$ cat config.mk
export PLATFORM = sky130hd
export DESIGN_NAME = rf_write_arbiter
export DESIGN_NICKNAME = d
export VERILOG_FILES = /design/src/rtl/rf_arb_pkg.sv /design/src/rtl/rf_arb_fifo.sv /design/src/rtl/rf_write_arbiter.sv
export SDC_FILE = /design/constraint.sdc
export NUM_CORES = 1
export LEC_CHECK = 0
export CAP_MARGIN = 20
export CORE_UTILIZATION = 40
export CTS_BUF_LIST = sky130_fd_sc_hd__clkbuf_8
export DETAILED_ROUTE_END_ITERATION = 16
export DONT_BUFFER_PORTS = 1
export GPL_ROUTABILITY_DRIVEN = 1
export GPL_TIMING_DRIVEN = 0
export SLEW_MARGIN = 30
export SYNTH_ARGS = -nofsm -noshare
export SYNTH_HDL_FRONTEND = slang
export SYNTH_SLANG_ARGS = --single-unit
$ cat constraint.sdc
create_clock -name iClk -period 1.8 [get_ports iClk]
set_clock_uncertainty 0.2 [all_clocks]
set_input_delay 0.09 -clock iClk [delete_from_list [all_inputs] [get_ports iClk]]
set_output_delay 0.09 -clock iClk [all_outputs]
set_load 0.02 [all_outputs]
$ cat src/rtl/rf_arb_pkg.sv
// Shared types and defaults for the register-file write arbiter.
//   wr_req_t : one register write {addr, data} at the default widths
//   grant_e  : which requester owns the write port in a given cycle
//   STARVE_LIMIT_DEFAULT : default wait, in cycles, before a queued secondary
//                          write is forced past the primary stream
package rf_arb_pkg;

  localparam int unsigned RF_ADDR_W_DEFAULT    = 5;
  localparam int unsigned RF_DATA_W_DEFAULT    = 32;
  localparam int unsigned STARVE_LIMIT_DEFAULT = 4;

  typedef struct packed {
    logic [RF_ADDR_W_DEFAULT-1:0] addr;
    logic [RF_DATA_W_DEFAULT-1:0] data;
  } wr_req_t;

  typedef enum logic [1:0] {
    GRANT_NONE = 2'd0,
    GRANT_WB   = 2'd1,
    GRANT_MC   = 2'd2
  } grant_e;

endpackage

$ cat src/rtl/rf_arb_fifo.sv
// Two-entry in-order queue for secondary write requests.
// Ports:
//   iClk, iRstN   clock, asynchronous active-low reset (clears the queue)
//   push, din     enqueue din; ignored while full, even if pop is also set
//   pop           dequeue the head; ignored while empty
//   full, empty   occupancy flags (registered state)
//   head          oldest entry; only meaningful while !empty
// entry_t lets the parent store a request struct sized to its own widths.
module rf_arb_fifo
  import rf_arb_pkg::*;
#(
  parameter type entry_t = wr_req_t
) (
  input  logic   iClk,
  input  logic   iRstN,
  input  logic   push,
  input  logic   pop,
  input  entry_t din,
  output logic   full,
  output logic   empty,
  output entry_t head
);

  entry_t     mem_q [2];
  entry_t     mem_d [2];
  logic       rd_ptr_q, rd_ptr_d;
  logic       wr_ptr_q, wr_ptr_d;
  logic [1:0] count_q, count_d;
  logic       push_ok, pop_ok;

  assign full  = (count_q == 2'd2);
  assign empty = (count_q == 2'd0);
  assign head  = mem_q[rd_ptr_q];

  always_comb begin
    push_ok  = push && !full;
    pop_ok   = pop && !empty;
    mem_d    = mem_q;
    rd_ptr_d = rd_ptr_q;
    wr_ptr_d = wr_ptr_q;
    count_d  = count_q;
    if (push_ok) begin
      mem_d[wr_ptr_q] = din;
      wr_ptr_d        = ~wr_ptr_q;
    end
    if (pop_ok) begin
      rd_ptr_d = ~rd_ptr_q;
    end
    case ({push_ok, pop_ok})
      2'b10:   count_d = count_q + 2'd1;
      2'b01:   count_d = count_q - 2'd1;
      default: count_d = count_q;
    endcase
  end

  always_ff @(posedge iClk or negedge iRstN) begin
    if (!iRstN) begin
      mem_q[0] <= '0;
      mem_q[1] <= '0;
      rd_ptr_q <= 1'b0;
      wr_ptr_q <= 1'b0;
      count_q  <= 2'd0;
    end else begin
      mem_q    <= mem_d;
      rd_ptr_q <= rd_ptr_d;
      wr_ptr_q <= wr_ptr_d;
      count_q  <= count_d;
    end
  end

endmodule

$ cat src/rtl/rf_write_arbiter.sv
// Arbitrates one register-file write port between the pipeline writeback
// (primary) and a multi-cycle unit (secondary, buffered in a 2-entry queue).
// Ports:
//   iClk, iRstN                      clock, asynchronous active-low reset
//   iWbValid/iWbAddr/iWbData         primary request; oWbStall holds it off
//   iMcValid/iMcAddr/iMcData         secondary request; accepted when oMcReady
//   oWriteEn/oWriteAddress/oWriteData registered write, one cycle after grant
// Build option RF_ARB_STARVE_GUARD_EN: a queued secondary write that has been
// passed over STARVE_LIMIT times preempts the primary (which then stalls).
// Without it the primary has strict priority and never stalls.
module rf_write_arbiter
  import rf_arb_pkg::*;
#(
  parameter int unsigned ADDRESS_WIDTH = RF_ADDR_W_DEFAULT,
  parameter int unsigned DATA_WIDTH    = RF_DATA_W_DEFAULT,
  parameter int unsigned STARVE_LIMIT  = STARVE_LIMIT_DEFAULT
) (
  input  logic                     iClk,
  input  logic                     iRstN,
  input  logic                     iWbValid,
  input  logic [ADDRESS_WIDTH-1:0] iWbAddr,
  input  logic [DATA_WIDTH-1:0]    iWbData,
  output logic                     oWbStall,
  input  logic                     iMcValid,
  input  logic [ADDRESS_WIDTH-1:0] iMcAddr,
  input  logic [DATA_WIDTH-1:0]    iMcData,
  output logic                     oMcReady,
  output logic                     oWriteEn,
  output logic [ADDRESS_WIDTH-1:0] oWriteAddress,
  output logic [DATA_WIDTH-1:0]    oWriteData
);

  if (ADDRESS_WIDTH < 1 || DATA_WIDTH < 1 || STARVE_LIMIT < 1) begin : g_bad_param
    $error("rf_write_arbiter: widths and STARVE_LIMIT must be at least 1");
  end

  // Same layout as wr_req_t, but sized by this instance's parameters.
  typedef struct packed {
    logic [ADDRESS_WIDTH-1:0] addr;
    logic [DATA_WIDTH-1:0]    data;
  } req_t;

  req_t   mc_req, wb_req, head, grant_req;
  logic   fifo_full, fifo_empty, mc_push, head_due;
  grant_e grant;

  logic                     wr_en_q, wr_en_d;
  logic [ADDRESS_WIDTH-1:0] wr_addr_q, wr_addr_d;
  logic [DATA_WIDTH-1:0]    wr_data_q, wr_data_d;

`ifdef RF_ARB_STARVE_GUARD_EN
  localparam int unsigned STARVE_W = $clog2(STARVE_LIMIT + 1);
  logic [STARVE_W-1:0] starve_q, starve_d;
`endif

  rf_arb_fifo #(.entry_t(req_t)) u_fifo (
    .iClk  (iClk),
    .iRstN (iRstN),
    .push  (mc_push),
    .pop   (grant == GRANT_MC),
    .din   (mc_req),
    .full  (fifo_full),
    .empty (fifo_empty),
    .head  (head)
  );

  always_comb begin
    mc_req    = '{addr: iMcAddr, data: iMcData};
    wb_req    = '{addr: iWbAddr, data: iWbData};
    oMcReady  = !fifo_full;
    mc_push   = iMcValid && !fifo_full;
`ifdef RF_ARB_STARVE_GUARD_EN
    head_due  = !fifo_empty && (!iWbValid || starve_q == STARVE_W'(STARVE_LIMIT));
`else
    head_due  = !fifo_empty && !iWbValid;
`endif
    grant     = GRANT_NONE;
    grant_req = wb_req;
    if (head_due) begin
      grant     = GRANT_MC;
      grant_req = head;
    end else if (iWbValid) begin
      grant     = GRANT_WB;
    end
`ifdef RF_ARB_STARVE_GUARD_EN
    oWbStall  = iWbValid && (grant == GRANT_MC);
    starve_d  = '0;
    if (!fifo_empty && grant != GRANT_MC) begin
      starve_d = (starve_q == STARVE_W'(STARVE_LIMIT)) ? starve_q : starve_q + 1'b1;
    end
`else
    oWbStall  = 1'b0;
`endif
    // Address 0 is hardwired: the grant is consumed but nothing is written,
    // and the visible address/data keep the last real write.
    wr_en_d   = (grant != GRANT_NONE) && (grant_req.addr != '0);
    wr_addr_d = wr_addr_q;
    wr_data_d = wr_data_q;
    if (wr_en_d) begin
      wr_addr_d = grant_req.addr;
      wr_data_d = grant_req.data;
    end
  end

  always_ff @(posedge iClk or negedge iRstN) begin
    if (!iRstN) begin
      wr_en_q   <= 1'b0;
      wr_addr_q <= '0;
      wr_data_q <= '0;
`ifdef RF_ARB_STARVE_GUARD_EN
      starve_q  <= '0;
`endif
    end else begin
      wr_en_q   <= wr_en_d;
      wr_addr_q <= wr_addr_d;
      wr_data_q <= wr_data_d;
`ifdef RF_ARB_STARVE_GUARD_EN
      starve_q  <= starve_d;
`endif
    end
  end

  assign oWriteEn      = wr_en_q;
  assign oWriteAddress = wr_addr_q;
  assign oWriteData    = wr_data_q;

endmodule

==> results of run 1 <==
-- flip-flops by register name, indices dropped and copies added (netlist names) --
name,cells
u_fifo.mem_q,74
oWriteData,32
oWriteAddress,5
u_fifo.count_q,2
oWriteEn,1
u_fifo.rd_ptr_q,1
u_fifo.wr_ptr_q,1
-- synth_stat cells, drive strengths merged --
cell type  instances  area, sq um
nor4b              1         15.0
xnor2              4         35.0
mux2i             72          721
xor2               1         8.76
nand2b             1         6.26
nor2              41          161
a21boi             1         7.51
o21bai             1         7.51
inv               38          143
conb               1         3.75
o21ai              3         15.0
a21oi             36          180
dfrtp            116         2900
o311ai             1         8.76
nor3               2         10.0
a221o              1         10.0
ha                 1         12.5
buf               18          131
a41o               1         10.0
nand2              4         15.0
a31oi              1         6.26
mux2              74          833
nor4               1         12.5
clkbuf             6         22.5
nand3              1         10.0
nor3b              1         7.51
o221ai             1         15.0
-- power breakdown --
part	total [mW]	internal (mW)	switching, mW
clock network	2.16	1.17	0.985
registers	5.33	3.95	1.37
logic	4.98	2.82	2.15
-- through the flow --
step                utilization [%]  power [mW]  hold slack [ps]  setup slack [ps]
detailed placement             43.4        8.99             -401              -539
global route                   56.8        13.3             -896              -141
floorplan                         -        8.08             -406             -18.3
CTS                            55.4        12.2             -891             -49.6
finish                         56.8        12.5             -852             -83.3
global placement               43.4        8.79             -403              -458
-- routing by layer --
metal | part of all wire (%) | global-route usage (%) | up-vias
met5 | 0 | 0 | -
met4 | 1.8 | 8.86 | 0
met3 | 4.0 | 4.79 | 18
met2 | 51 | 33.8 | 84
met1 | 43 | 21.9 | 1811
li1 | - | - | 1698
-- area by class of cell --
type	instances	area, sq um
clock buffers	24	330
clock inverters	6	28.8
repair buffers	97	1060
inverters	38	143
multi-input cells	251	2310
plain buffers	24	253
fillers	1081	5520
well taps	172	215
flip-flops and latches	116	2910
-- worst max-delay path: stages (launching register included) --
cell	delay [ps]
dfrtp_2	450
nor3_4	210
nor2_1	80
a221o_1	350
buf_8	170
buf_12	150
mux2i_2	180
-- logic make-up (layout without fill, tap and decap cells) --
logic type	after synthesis	in the layout	share of synthesized area [%]
buf+inv	62	189	5.58
xor+xnor	5	5	0.824
compound gates	46	46	4.90
flops	116	116	54.7
simple gates	52	52	4.48
other cells	1	1	0.0706
fa+ha+maj	1	1	0.236
mux	146	146	29.3
-- repair_timing --
item                                    in CTS  in global routing
pin swaps                                    2                  2
buffers inserted                            11                  5
cloned                                       3                  2
resized for setup                           55                 30
endpoints found under the setup margin     108                 71
hold endpoints to repair                   230                116
-- path summary, 6_finish.rpt --
kind	slack [ps]	cells after the start	to
setup / recovery	-80	6	oWriteData[25]
hold / removal	-850	0	oWriteData[28]
setup reg to reg	-80	6	oWriteData[25]
hold reg to reg	290	1	u_fifo.mem_q[37]
max in group asynchronous	2050	0	u_fifo.mem_q[18]
min in group iClk	-20	5	oWriteData[4]
-- cells in the final DEF (no fill, tap or decap), types with 9 or more instances in the layout --
cell and instances:
a21oi_1 36, mux2_1 41, dfrtp_1 114, clkbuf_8 24, dlygate4sd3_1 77, nor2_1 38, inv_1 40, mux2_4 32
buf_4 10, mux2i_1 70, buf_12 9
==> results.json, run 1 <==
{
  "violations": "negative hold slack, negative setup slack",
  "slew_violations": 0,
  "max-cap-violations": 0,
  "via_count": 3611,
  "clk_pin_slew_worst_paths_ps": 70,
  "grt_max_degree": 117,
  "clockBufferDepth": 2,
  "synth_seq_cells": 116,
  "rsz0062_at_grt": "yes",
  "ys_warn_count": 0,
  "antenna_found_initial": 0,
  "crit_arrival_ps": 2040,
  "ir_worst_vdd_v": 0.000687,
  "via_per_inst": 4.96,
  "ant_nets": 0,
  "clock_sinks": 116,
  "finalHoldViolCount": 118,
  "rows": 41,
  "finalCritPeriodShare_pct": 105,
  "cts.hold.buffers_added": 77,
  "finish.instance_area_sq_um": 7250,
  "htree_levels": 4,
  "hold_slack_ps": -852,
  "netlist_instances": 429,
  "ys_seq_area_share_pct": 54.7,
  "place_area_sq_um": 5550,
  "post_drt_wl_per_cell_microns": 17.5,
  "grtUsageTotal_pct": 19.2,
  "dp_cells": 601,
  "fin_cells": 728,
  "setup_viol": 54,
  "status": "complete, but fails checks",
  "synth_fp_nets": 508,
  "nets": 624,
  "gp_congestion": 0.701,
  "start_kind": "flop",
  "wirelength_microns": 12700,
  "diodes": 0,
  "worst_setup_path_end_kind": "flop",
  "synth.distinct_cells": 32,
  "worst_hold_path_type": "in -> async",
  "dieArea_sq_um": 13700,
  "crit_path_start": "u_fifo.count_q[0]",
  "critPathRequiredTime_ps": 1950,
  "syn_area_sq_um": 5310,
  "port_buffers": 0,
  "grt.overflow.total": 0,
  "clk_latency_ps": 440,
  "grt_pass1_vias": 3751,
  "dieHeight_microns": 117,
  "initial_utilization_pct": 41.6,
  "fmax_ghz": 0.531,
  "syn_area_per_cell_sq_um": 12.4,
  "drt-initial-drc-count": 116,
  "dp_hpwl_microns": 7660,
  "cts_root_buf": "clkbuf_8",
  "drive_gt1_share_pct": 22.1,
  "coreArea_sq_um": 12800,
  "min_period_ps": 1880,
  "dieWidth_microns": 117,
  "finalSetupTns_ps": -2660,
  "cts_tree": "yes",
  "power_leakage_nw": 3.52,
  "drc": 0,
  "cts-buffers-inserted": 17,
  "ios": 118,
  "drt_first_pass_iters": 4,
  "grt_pass1_wl_microns": 19100,
  "worstSetupPathType": "reg -> reg",
  "r2r_start": "u_fifo.count_q[0]",
  "cp_max_fo": 6,
  "setup_ws_ps": -83.3,
  "pwr_density_cell_nw_per_um2": 1720,
  "area_growth_syn_to_layout_pct": 36.5
}
Note: power is estimated with default switching activity, not from simulation.
==> run 2: changes to the inputs <==
--- a/config.mk
+++ b/config.mk
@@ -9,3 +9,2 @@
 export CORE_UTILIZATION = 40
-export CTS_BUF_LIST = sky130_fd_sc_hd__clkbuf_8
 export DETAILED_ROUTE_END_ITERATION = 16
--- a/constraint.sdc
+++ b/constraint.sdc
@@ -4,2 +4,2 @@
 set_output_delay 0.09 -clock iClk [all_outputs]
-set_load 0.02 [all_outputs]
+set_load 0.01 [all_outputs]
==> results.json, run 2 (synthesis results as in run 1) <==
{
  "drc": 0,
  "rows": 41,
  "slew_violations": 0,
  "worst_setup_path_end_kind": "flop",
  "crit_arrival_ps": 2000,
  "finalHoldViolCount": 116,
  "clk_latency_ps": 410,
  "dieHeight_microns": 117,
  "hold_slack_ps": -823,
  "finish.instance_area_sq_um": 7390,
  "rrSetupSlack_ps": -80,
  "fmax_ghz": 0.532,
  "place_area_sq_um": 5540,
  "grt_pass1_wl_microns": 19500,
  "worstSetupPathType": "reg -> reg",
  "status": "complete, but fails checks",
  "critPathRequiredTime_ps": 1920,
  "cts.hold.buffers_added": 77,
  "dieWidth_microns": 117,
  "fill_cells": 1045,
  "ios": 118,
  "pwr_density_cell_nw_per_um2": 1780,
  "clock_sinks": 116,
  "cts_root_buf": "clkbuf_16",
  "max-cap-violations": 0,
  "final_cell_mix": "dfrtp_1, dlygate4sd3_1, mux2i_1",
  "cts-buffers-inserted": 17,
  "clockBufferDepth": 2,
  "rsz0062_at_grt": "yes",
  "largest_reg_flops": 74,
  "post_drt_wl_per_cell_microns": 17.5,
  "area_growth_syn_to_layout_pct": 39.1,
  "htree_levels": 4,
  "cp_max_fo": 10,
  "top_register": "u_fifo.mem_q",
  "antenna_found_initial": 0,
  "initial_utilization_pct": 41.6,
  "port_buffers": 0,
  "violations": "negative hold slack, negative setup slack",
  "grtUsageTotal_pct": 19.4,
  "via_per_inst": 4.98,
  "setup_ws_ps": -78.7,
  "drive_gt1_share_pct": 20.7,
  "nets": 617,
  "cts_tree": "yes",
  "wirelength_microns": 12700,
  "grt.overflow.total": 0,
  "finalCritPeriodShare_pct": 104,
  "worstRegToRegCells": 7,
  "setup_viol": 43,
  "ir_worst_vdd_v": 0.000689,
  "dieArea_sq_um": 13700,
  "dp_hpwl_microns": 7640,
  "regToRegEndpoint": "oWriteAddress[2]",
  "start_kind": "flop",
  "min_period_ps": 1880,
  "power_leakage_nw": 3.56,
  "final_common_cell": "dfrtp_1",
  "r2r_start": "u_fifo.rd_ptr_q",
  "grt_pass1_vias": 3788,
  "final_util_pct": 57.9,
  "gp_congestion": 0.699,
  "worst_hold_path_type": "in -> async",
  "drt-initial-drc-count": 111,
  "drt_first_pass_iters": 4,
  "diodes": 0,
  "multi_input_area_sq_um": 2300,
  "regArea_sq_um": 2910,
  "via_count": 3601,
  "ant_nets": 0,
  "clk_pin_slew_worst_paths_ps": 60,
  "coreArea_sq_um": 12800,
  "grt_max_degree": 117
}
run 2: power breakdown:
part | internal [mW] | switching (mW)
Sequential | 3.96 | 1.05
Combinational | 2.69 | 2.11
Clock | 2.21 | 1.16
Total | 8.86 | 4.32
run 2: how the worst max path moves through the flow:
stage / cells after the start / endpoint / startpoint / slack, ps
after floorplan: 6 / u_fifo.count_q[1] / u_fifo.count_q[0] / 9
after global placement: 6 / oWriteData[2] / u_fifo.count_q[0] / -450
after detailed placement: 5 / oWriteData[21] / u_fifo.count_q[0] / -520
after CTS: 6 / oWriteAddress[2] / u_fifo.count_q[0] / -50
after global routing: 6 / oWriteAddress[2] / u_fifo.count_q[0] / -130
final: 7 / oWriteAddress[2] / u_fifo.rd_ptr_q / -80
run 2: final cells by class:
cell class / instances / area share, %
repair buffers: 90 / 13.2
flip-flops and latches: 116 / 39.3
plain buffers: 24 / 3.42
clock buffers: 23 / 6.74
multi-input cells: 251 / 31.1
well taps: 172 / 2.91
clock inverters: 9 / 1.35
inverters: 38 / 1.93
run 2: critical path, cell delays in order (launching register included):
cell and delay (ps):
dfrtp_1 370, buf_6 130, nor3_2 160, a21oi_1 80, a221o_1 350, buf_8 150
buf_12 150, mux2i_2 190
run 2: routing by layer:
metal / global-route usage (%) / routed length, microns / up-vias / share of wire [%]
li1: - / - / 1684 / -
met1: 23.3 / 5610 / 1797 / 44
met2: 32.5 / 6270 / 97 / 50
met3: 5.20 / 484 / 23 / 3.8
met4: 9.03 / 286 / 0 / 2.3
met5: 0 / 0 / - / 0
run 2: repair_timing:
action | in CTS | in global routing
setup endpoints to repair | 108 | 84
buffers inserted | 10 | 0
pin swaps | 3 | 4
resized for setup | 44 | 35
endpoints found under the hold margin | 230 | 116
cloned | 2 | 1
run 2: metrics by stage:
stage               hold slack [ps]  setup WS (ps)  instances  power [mW]  TNS (ps)
floorplan                      -406           9.39        429        7.74         0
global placement               -403           -445        601        8.47    -25180
detailed placement             -402           -518        601        8.65    -29710
CTS                            -844          -52.6        722        12.9      -915
global route                   -850           -132        723        14.0     -4290
finish                         -823          -78.7        723        13.2     -1900
